**src/rtl/uart_pkg.sv**
```systemverilog
// Shared types and helpers for the oversampling UART receiver.
package uart_pkg;

  typedef enum logic [2:0] {
    S_IDLE      = 3'd0,
    S_START     = 3'd1,
    S_DATA      = 3'd2,
    S_PARITY    = 3'd3,
    S_STOP      = 3'd4,
    S_WAIT_HIGH = 3'd5
  } rx_state_e;

  localparam int unsigned PAR_NONE = 0;
  localparam int unsigned PAR_ODD  = 1;
  localparam int unsigned PAR_EVEN = 2;

  // Clocks per sample tick; zero means the clock is too slow for the baud rate.
  function automatic int unsigned calc_div(input int unsigned clk_freq,
                                           input int unsigned baudrate,
                                           input int unsigned oversample);
    return clk_freq / (baudrate * oversample);
  endfunction

endpackage

```
**src/rtl/uart_baud_tick.sv**
```systemverilog
// Sample-tick generator: one-clk tick every DIV clocks, restartable on a start edge.
module uart_baud_tick #(
  parameter int unsigned DIV = 1
) (
  input  logic clk,
  input  logic rst_n,
  input  logic restart,
  output logic tick
);

  localparam int unsigned CW = (DIV > 1) ? $clog2(DIV) : 1;

  logic [CW-1:0] cnt_q;
  logic          tick_q;

  always_ff @(posedge clk) begin
    if (!rst_n) begin
      cnt_q  <= '0;
      tick_q <= 1'b0;
    end else if (restart) begin
      cnt_q  <= '0;
      tick_q <= 1'b0;
    end else if (cnt_q == CW'(DIV - 1)) begin
      cnt_q  <= '0;
      tick_q <= 1'b1;
    end else begin
      cnt_q  <= cnt_q + 1'b1;
      tick_q <= 1'b0;
    end
  end

  assign tick = tick_q;

endmodule

```
**src/rtl/uart_rx_os.sv**
```systemverilog
// Oversampling UART receiver with 3-sample majority vote, parity/stop checking
// and break suppression after a framing error.
module uart_rx_os
  import uart_pkg::*;
#(
  parameter int unsigned CLK_FREQ   = 100_000_000,
  parameter int unsigned BAUDRATE   = 115_200,
  parameter int unsigned OVERSAMPLE = 16,
  parameter int unsigned DATA_BITS  = 8,
  parameter int unsigned PARITY     = 0,
  parameter int unsigned STOP_BITS  = 1
) (
  input  logic                 clk,
  input  logic                 rst_n,
  input  logic                 di,
  output logic [DATA_BITS-1:0] data_out,
  output logic                 valid,
  output logic                 parity_err,
  output logic                 frame_err,
  output logic                 busy
);

  localparam int unsigned DIV  = calc_div(CLK_FREQ, BAUDRATE, OVERSAMPLE);
  localparam int unsigned SW   = $clog2(OVERSAMPLE);
  localparam int unsigned HALF = OVERSAMPLE / 2;

  if (DIV < 1) begin : g_bad_div
    $error("uart_rx_os: CLK_FREQ too low for BAUDRATE*OVERSAMPLE");
  end
  if (DATA_BITS < 5 || DATA_BITS > 9) begin : g_bad_data
    $error("uart_rx_os: DATA_BITS must be 5..9");
  end
  if (PARITY > 2) begin : g_bad_par
    $error("uart_rx_os: PARITY must be 0, 1 or 2");
  end
  if (STOP_BITS != 1 && STOP_BITS != 2) begin : g_bad_stop
    $error("uart_rx_os: STOP_BITS must be 1 or 2");
  end
  if ((OVERSAMPLE % 2) != 0 || OVERSAMPLE < 8) begin : g_bad_os
    $error("uart_rx_os: OVERSAMPLE must be even and >= 8");
  end

  rx_state_e            state_q, state_d;
  logic [SW-1:0]        sample_q, sample_d;
  logic [3:0]           bitcnt_q, bitcnt_d;
  logic [DATA_BITS-1:0] shift_q, shift_d;
  logic [DATA_BITS-1:0] data_q, data_d;
  logic [1:0]           vote_q, vote_d;
  logic                 par_q, par_d;
  logic                 ferr_acc_q, ferr_acc_d;
  logic                 valid_q, valid_d;
  logic                 perr_q, perr_d;
  logic                 ferr_q, ferr_d;
  logic                 busy_q, busy_d;
  logic                 sync1_q, sync2_q, prev_q;
  logic                 di_s, fall_c, maj_c, mid_c, end_c, ferr_now_c;
  logic                 restart_c, tick;

  uart_baud_tick #(.DIV(DIV)) u_tick (
    .clk     (clk),
    .rst_n   (rst_n),
    .restart (restart_c),
    .tick    (tick)
  );

  assign di_s   = sync2_q;
  assign fall_c = prev_q & ~di_s;
  assign maj_c  = (vote_q[0] & vote_q[1]) | (vote_q[0] & di_s) | (vote_q[1] & di_s);
  assign mid_c  = tick && (sample_q == SW'(HALF + 1));
  assign end_c  = tick && (sample_q == SW'(OVERSAMPLE - 1));

  always_ff @(posedge clk) begin
    if (!rst_n) begin
      state_q    <= S_IDLE;
      sample_q   <= '0;
      bitcnt_q   <= '0;
      shift_q    <= '0;
      data_q     <= '0;
      vote_q     <= '0;
      par_q      <= 1'b0;
      ferr_acc_q <= 1'b0;
      valid_q    <= 1'b0;
      perr_q     <= 1'b0;
      ferr_q     <= 1'b0;
      busy_q     <= 1'b0;
      sync1_q    <= 1'b1;
      sync2_q    <= 1'b1;
      prev_q     <= 1'b1;
    end else begin
      state_q    <= state_d;
      sample_q   <= sample_d;
      bitcnt_q   <= bitcnt_d;
      shift_q    <= shift_d;
      data_q     <= data_d;
      vote_q     <= vote_d;
      par_q      <= par_d;
      ferr_acc_q <= ferr_acc_d;
      valid_q    <= valid_d;
      perr_q     <= perr_d;
      ferr_q     <= ferr_d;
      busy_q     <= busy_d;
      sync1_q    <= di;
      sync2_q    <= sync1_q;
      prev_q     <= sync2_q;
    end
  end

  always_comb begin
    state_d    = state_q;
    sample_d   = sample_q;
    bitcnt_d   = bitcnt_q;
    shift_d    = shift_q;
    data_d     = data_q;
    vote_d     = vote_q;
    par_d      = par_q;
    ferr_acc_d = ferr_acc_q;
    valid_d    = 1'b0;
    perr_d     = perr_q;
    ferr_d     = ferr_q;
    restart_c  = 1'b0;
    ferr_now_c = ferr_acc_q | ~maj_c;

    // Per-bit sample position and the two early votes of the majority window.
    if (tick) begin
      sample_d = (sample_q == SW'(OVERSAMPLE - 1)) ? '0 : sample_q + 1'b1;
      if (sample_q == SW'(HALF - 1)) vote_d[0] = di_s;
      if (sample_q == SW'(HALF))     vote_d[1] = di_s;
    end

    case (state_q)
      S_IDLE: begin
        sample_d = '0;
        if (fall_c) begin
          state_d    = S_START;
          restart_c  = 1'b1;
          ferr_acc_d = 1'b0;
          bitcnt_d   = '0;
        end
      end
      S_START: begin
        if (mid_c && maj_c) begin
          state_d = S_IDLE;
        end else if (end_c) begin
          state_d  = S_DATA;
          bitcnt_d = '0;
        end
      end
      S_DATA: begin
        if (mid_c) shift_d = {maj_c, shift_q[DATA_BITS-1:1]};
        if (end_c) begin
          if (bitcnt_q == 4'(DATA_BITS - 1)) begin
            state_d  = (PARITY != PAR_NONE) ? S_PARITY : S_STOP;
            bitcnt_d = '0;
          end else begin
            bitcnt_d = bitcnt_q + 1'b1;
          end
        end
      end
      S_PARITY: begin
        if (mid_c) par_d = maj_c;
        if (end_c) begin
          state_d  = S_STOP;
          bitcnt_d = '0;
        end
      end
      S_STOP: begin
        // Final stop bit completes the frame at its midpoint to allow early resync.
        if (mid_c) begin
          if (bitcnt_q == 4'(STOP_BITS - 1)) begin
            data_d  = shift_q;
            valid_d = 1'b1;
            perr_d  = (PARITY != PAR_NONE) &&
                      ((^shift_q) ^ par_q ^ (PARITY == PAR_ODD));
            ferr_d  = ferr_now_c;
            state_d = ferr_now_c ? S_WAIT_HIGH : S_IDLE;
          end else begin
            ferr_acc_d = ferr_now_c;
          end
        end else if (end_c) begin
          bitcnt_d = bitcnt_q + 1'b1;
        end
      end
      S_WAIT_HIGH: begin
        if (di_s) state_d = S_IDLE;
      end
      default: state_d = S_IDLE;
    endcase

    busy_d = (state_d != S_IDLE);
  end

  assign data_out   = data_q;
  assign valid      = valid_q;
  assign parity_err = perr_q;
  assign frame_err  = ferr_q;
  assign busy       = busy_q;

endmodule

```
**config.mk**
```make
export PLATFORM = sky130hd
export DESIGN_NAME = uart_rx_os
export DESIGN_NICKNAME = d
export VERILOG_FILES = /design/src/rtl/uart_pkg.sv /design/src/rtl/uart_baud_tick.sv /design/src/rtl/uart_rx_os.sv
export SDC_FILE = /design/constraint.sdc
export NUM_CORES = 1
export LEC_CHECK = 0
export CAP_MARGIN = 5
export CORE_AREA = 10 10 70 72
export DETAILED_ROUTE_END_ITERATION = 12
export DIE_AREA = 0 0 80 82
export PLACE_DENSITY = 0.77
export REMOVE_ABC_BUFFERS = 1
export SKIP_LAST_GASP = 1
export SYNTH_ARGS = -nofsm -noshare
export SYNTH_HDL_FRONTEND = slang
export SYNTH_SLANG_ARGS = --single-unit
```
**constraint.sdc**
```tcl
create_clock -name clk -period 1.7 [get_ports clk]
set_input_delay 0.255 -clock clk [delete_from_list [all_inputs] [get_ports clk]]
set_output_delay 0.255 -clock clk [all_outputs]
set_load 0.01 [all_outputs]
```
==> results of run 1 <==
## cell type report
cell class              instances  area, µm²  area share, %
multi-input cells             144       1040           43.0
inverters                      10       37.5           1.55
well taps                      48       60.1           2.48
repair buffers                 34        322           13.3
clock inverters                 2       60.1           2.48
flip-flops and latches         43        863           35.6
clock buffers                   6       41.3           1.70
## through the flow
stage	instance area [µm²]	setup slack (ns)	total power [W]	TNS (ns)	utilization, %
floorplan	1900	-0.117	0.00109	-1.29	-
global placement	2240	0.0438	0.00112	0	62.7
detailed placement	2240	0.0244	0.00112	0	62.7
CTS	2350	0.0143	0.00189	0	65.6
global route	2430	-0.0702	0.00194	-0.459	67.8
finish	2430	-0.0155	0.00187	-0.0327	67.8
## power by group
group          leakage [nW]  switching, W  internal (W)
logic                 0.586     0.0000413     0.0000284
clock network        0.0525      0.000310      0.000459
registers             0.349    0.00000857       0.00102
total                 0.987      0.000360       0.00151
## cells by family after synthesis
family | share of synthesized area, %
adder cells (fa/ha/maj) | 4.99
AND/OR/NAND/NOR | 23.0
XOR/XNOR | 3.10
buffers and inverters | 5.75
flip-flops | 43.5
multiplexers | 9.60
other | 0.189
AO/OA/AOI/OAI | 9.92
## flip-flops by register name, indices dropped and copies added, names as in the netlist
register	flops
frame_err	1
sample_q	4
ferr_acc_q	1
bitcnt_q	4
data_out	8
vote_q	2
di_s	1
sync1_q	1
prev_q	1
busy	1
valid	1
u_tick.cnt_q	6
u_tick.tick	1
shift_q	8
state_q	3
## worst max-delay path, stage by stage (launching register included)
cell and delay [ns]:
dfxtp_2 0.34, inv_2 0.07, ha_4 0.12, or3b_4 0.38, nor3_4 0.25, clkbuf_16 0.22
mux2i_1 0.17, nor2_1 0.06
## per-layer routing
layer	wire (µm)	GRT usage [%]	part of all wire, %	vias to the layer above
met3	188	4.04	4.8	4
met1	1750	15.3	44	743
li1	-	-	-	797
met4	44	3.70	1.1	0
met2	1960	19.7	50	24
met5	0	0	0	-
## cell usage in the layout, fill, tap and decap left out, drive strengths merged, types with 2 or more instances in the layout
master,instances
buf,20
nand4b,3
nand3,7
a311oi,3
or4,2
xor2,4
o21ai,3
or3b,3
o2111ai,3
clkbuf,7
a21oi,8
bufinv,2
inv,10
nand2,8
nor2,33
a211oi,3
a31oi,2
nor3,6
ha,7
xnor2,3
nand4,4
nor3b,2
mux2i,19
nand2b,6
dfxtp,43
clkdlybuf4s50,13
## final timing paths
check	from	end	slack (ns)	cells after the start
min reg2reg	sync1_q	di_s	0.42	1
max	bitcnt_q[0]	data_out[0]	-0.02	7
max reg2reg	bitcnt_q[0]	data_out[0]	-0.02	7
min	sync1_q	di_s	0.42	1
## timing repair
action                                  4_1_cts  5_1_grt
pin swaps                                     0        4
gates resized for setup                       1       12
cloned                                        0        1
endpoints found under the setup margin        1       26
setup buffers                                 0        2
endpoints found under the hold margin         0        0
==> impl_metrics.csv, run 1 <==
group,metric,value,unit
run_status,status,"finished with violations",
run_status,violations,"negative setup slack",
clocking,numCtsBuffers,5,
pwr,leakagePower,0.987,nW
grt,overflow,0,
routing,routed_wirelength,3950,µm
die,die_y,82,µm
clocking,root_buffer,"clkbuf_4",
routing,drc,0,
layout,final_net_count,248,
clocking,cts_max_level,2,
clocking,clockBufferDepth,2,
timing,hold_ws,0.424,ns
die,die_area,6560,µm²
synth,synth-edff-count,0,
timing,finalMaxSlewViolations,0,
clocking,clkLatencyLatePin,0.35,ns
layout,area_growth,22.5,%
routing,vias_per_cell,5.46,
timing,finalSetupViolCount,3,
setup_path,crit_required,1.95,ns
pwr,ir_drop,0.693,mV
clocking,cts_tree,"yes",
routing,vias,1568,
timing,fin_ws,-0.0155,ns
routing,firstDrtPassIters,4,
grt,first_global_vias,1409,
die,row_count,22,
timing,rsz0062_at_grt,"yes",
setup_path,worstSetupPathType,"reg2reg",
synth,synth_area_per_cell,9.43,µm²
worst_hold_path,holdCritPathClass,"reg2reg",
synth,syn_area,1980,µm²
routing,wl_per_cell,13.7,µm
layout,drive_gt1_share,18.8,%
placed_design,gp_congestion,0.853,
grt,grt_pass1_wl,6510,µm
timing,finalClockSkew,0.0107,ns
synth,yosys.area.top_type,"dfxtp_1",
timing,layout_worst_path_cycle_share,101,%
placed_design,port_buffers,13,
timing,worstMarginPinSlew,0.553,ns
grt,antenna_found_initial,0,
synth,netlist_instances,210,
pwr,pwr_density_cell,769,nW/µm²
routing,drt-initial-drc-count,120,
die,start_util,55.3,%
synth,yosysSeqAreaShare,43.5,%
die,core_area,3580,µm²
synth,synth_warnings,0,
timing,fmax,0.583,GHz
synth,synth_area_leaders,"dfxtp_1 (43%), mux2i_1 (9.6%), nor2_1 (6.1%)",
synth,yosysMostFrequentCell,"dfxtp_1",
timing,relSlewSlack,62.7,%
timing,finalHoldViolations,0,
run,cap_violations,0,
placed_design,placed_cells,276,
layout,diodes,0,
setup_path,end_kind,"flop",
layout,stdcell_count,287,
die,pin_count,15,
setup_path,start_kind,"flop",
synth,synth.distinct_cells,48,
setup_path,cp_max_fo,5,
synth,synthTopCellsByCount,"dfxtp_1 (43), nor2_1 (32), mux2i_1 (19), inv_1 (10)",
timing,min_period,1.72,ns
synth,yosysTopAreaCellShare,43.5,%
synth,synthArstFlopShare,0,%
synth,synth_seq_cells,43,
routing,drt.antenna.violating_nets,0,
clocking,cts_hold_buf,0,
layout,fillCellCount,300,
die,die_width,80,µm
clocking,clkSinkCount,43,
placed_design,post-dp-hpwl,2800,µm
grt,grt.total_usage,12.3,%
clocking,path_clk_slew,0.12,ns
grt,grt_max_degree,14,
setup_path,arrival,1.97,ns
synth,ys.flop_type,"dfxtp_1",
(Power assumes the default switching activity.)
==> run 2, diff against run 1 <==
- CORE_AREA: 10 10 70 72 -> 10 10 91 93
- DIE_AREA: 0 0 80 82 -> 0 0 101 103
- PLACE_DENSITY: 0.77 -> unset
- SYNTH_HIERARCHICAL: unset -> 1
- clock period: 1.7 -> 1.45 ns (I/O delays scaled with it)
==> impl_metrics.csv, run 2 <==
group,metric,value,unit
layout,layout_common_cells,"dfxtp_1 (37), buf_4 (34), nor2_1 (31), mux2i_1 (19), nand2_1 (13)",
routing,vias_per_cell,4.58,
grt,grt.total_usage,8.00,%
pwr,clkPwrFrac,35.9,%
clocking,clockBufferDepth,2,
die,pin_count,15,
synth,synth_warnings,6,
synth,yosys.area.top_type,"dfxtp_1",
grt,grt_max_degree,23,
placed_design,gp_congestion,0.776,
layout,final_common_cell,"dfxtp_1",
synth,synthArstFlopShare,0,%
setup_path,rr_worst_depth,5,
pwr,pwr_density_cell,782,nW/µm²
setup_path,cp.depth,5,
pwr,p_int,0.00158,W
timing,min_period,1.72,ns
setup_path,cp_max_fo,3,
routing,wl_per_cell,12.1,µm
synth,ys.flop_type,"dfxtp_1",
synth,synthTopCellsByCount,"dfxtp_1 (43), nor2_1 (38), mux2i_1 (19), nand2_1 (13), inv_1 (8)",
pwr,p_sw_share,22.9,%
clocking,cts_max_level,2,
synth,synth.distinct_cells,45,
die,die_width,101,µm
setup_path,crit_required,1.67,ns
timing,fin_ws,-0.272,ns
grt,grt_pass1_wl,6950,µm
setup_path,cp_top_family,"simple AND/OR/NAND/NOR gates",
die,row_count,30,
timing,rsz0062_at_grt,"yes",
die,die_area,10400,µm²
clocking,clkLatencyLatePin,0.29,ns
synth,yosysMostFrequentCell,"dfxtp_1",
grt,overflow,0,
clocking,clkSinkCount,43,
placed_design,port_buffers,13,
synth,synth_seq_cells,43,
routing,drc,0,
routing,firstDrtPassIters,5,
timing,layout_worst_path_cycle_share,119,%
layout,diodes,0,
die,core_area,6570,µm²
placed_design,dpl_cell_area,2350,µm²
clocking,numCtsBuffers,5,
run,cap_violations,0,
placed_design,post-dp-hpwl,2760,µm
timing,finalSetupViolCount,28,
setup_path,path_cells,"or3b_4 -> nor3_4 -> a31oi_4 -> or4b_1 -> a31oi_1",
layout,final_cell_area,2630,µm²
pwr,ir_drop,0.553,mV
pwr,p_seq_share,58.4,%
run_status,status,"finished with violations",
timing,fmax,0.581,GHz
timing,finalMaxSlewViolations,0,
die,start_util,29.2,%
layout,drive_gt1_share,30.4,%
setup_path,path_buf_inv,0,
synth,netlist_instances,207,
worst_hold_path,whs_path_depth,1,
grt,antenna_found_initial,0,
timing,hold_ws,0.421,ns
clocking,cts_tree,"yes",
timing,finalClockSkew,0.00537,ns
synth,syn_area,1920,µm²
routing,vias,1544,
clocking,root_buffer,"clkbuf_8",
run_status,violations,"negative setup slack",
setup_path,arrival,1.94,ns
pwr,combPwrFrac,5.8,%
layout,final_net_count,266,
timing,finalHoldViolations,0,
synth,synth_area_per_cell,9.25,µm²
synth,yosysSeqAreaShare,44.9,%
worst_hold_path,holdCritPathClass,"reg2reg",
setup_path,worstSetupPathType,"reg2reg",
setup_path,start_kind,"flop",
synth,synth_area_leaders,"dfxtp_1 (45%), mux2i_1 (9.9%), nor2_1 (7.4%)",
layout,area_growth,37.2,%
die,die_y,103,µm
setup_path,critPathMaxStageDelay,0.49,ns
routing,drt-initial-drc-count,59,
grt,first_global_vias,1553,
synth,yosysTopAreaCellShare,44.9,%
pwr,leakagePower,1.14,nW
synth,synth-edff-count,0,
pwr,p_sw,0.000472,W
setup_path,end_kind,"flop",
routing,drt.antenna.violating_nets,0,
setup_path,slowest_stage,"or4b_1",
clocking,path_clk_slew,0.08,ns
routing,routed_wirelength,4090,µm
[run 2: cell count changes after synthesis, moves of 3 or more]
cell / delta
buf_2: -4
o2111ai_1: -3
nand2_1: +5
nor2_1: +6
nor2b_1: +3
[run 2: cells by family after synthesis]
family	Yosys count	share of synthesized area [%]
AOI/OAI and AO/OA	22	7.64
xor gates and xnor gates	5	2.29
adders and majority gates	8	5.09
buffers and inverters	19	4.70
DFF	43	44.9
muxes	20	10.5
other	1	0.196
and+or+nand+nor	89	24.6
[run 2: path summary, 6_finish.rpt]
| kind | startpoint | endpoint | slack, ns |
|---|---|---|---|
| max | state_q[0] | bitcnt_q[3] | -0.27 |
| min | sync1_q | di_s | 0.42 |
| max reg2reg | state_q[0] | bitcnt_q[3] | -0.27 |
| min reg2reg | sync1_q | di_s | 0.42 |
[run 2: stage by stage]
step	cells	total power, W	utilization (%)	setup WS (ns)	setup TNS (ns)
detailed placement	323	0.00133	35.8	-0.276	-3.39
floorplan	196	0.00128	-	-0.313	-3.98
global route	337	0.00216	40.0	-0.338	-4.72
global placement	323	0.00133	35.8	-0.195	-2.29
CTS	336	0.00208	39.0	-0.201	-1.88
finish	337	0.00206	40.0	-0.272	-2.23
[run 2: metal layers]
layer	up-vias	GRT usage (%)	share of wire (%)
met1	720	9.43	43
li1	802	-	-
met3	4	2.55	3.7
met5	-	0	0
met4	0	2.68	0.83
met2	18	13.4	52
[run 2: what timing repair did]
action | 4_1_cts | 5_1_grt
buffers inserted | 8 | 2
hold buffers | 0 | 0
gates resized for setup | 22 | 20
pin swaps | 12 | 13
setup endpoints to repair | 31 | 34
[run 2: worst reg2reg max path: stages, from the launching register on]
cell	delay (ns)
dfxtp_2	0.32
or3b_4	0.41
nor3_4	0.21
a31oi_4	0.07
or4b_1	0.49
a31oi_1	0.15
[run 2: area by class of cell]
class	count	area, µm²
repair buffers	53	467
flip-flops and latches	43	873
clock buffers	6	72.6
multi-input cells	145	1070
inverters	8	30.0
fillers	612	3940
well taps	80	100
clock inverters	2	12.5
[run 2: power by group through the flow]
stage               combinational, W  sequential (W)  clock, W
floorplan                  0.0000483         0.00123         0
global placement            0.000100         0.00123         0
detailed placement         0.0000999         0.00123         0
CTS                         0.000104         0.00120  0.000773
global route                0.000132         0.00120  0.000823
finish                      0.000119         0.00120  0.000737
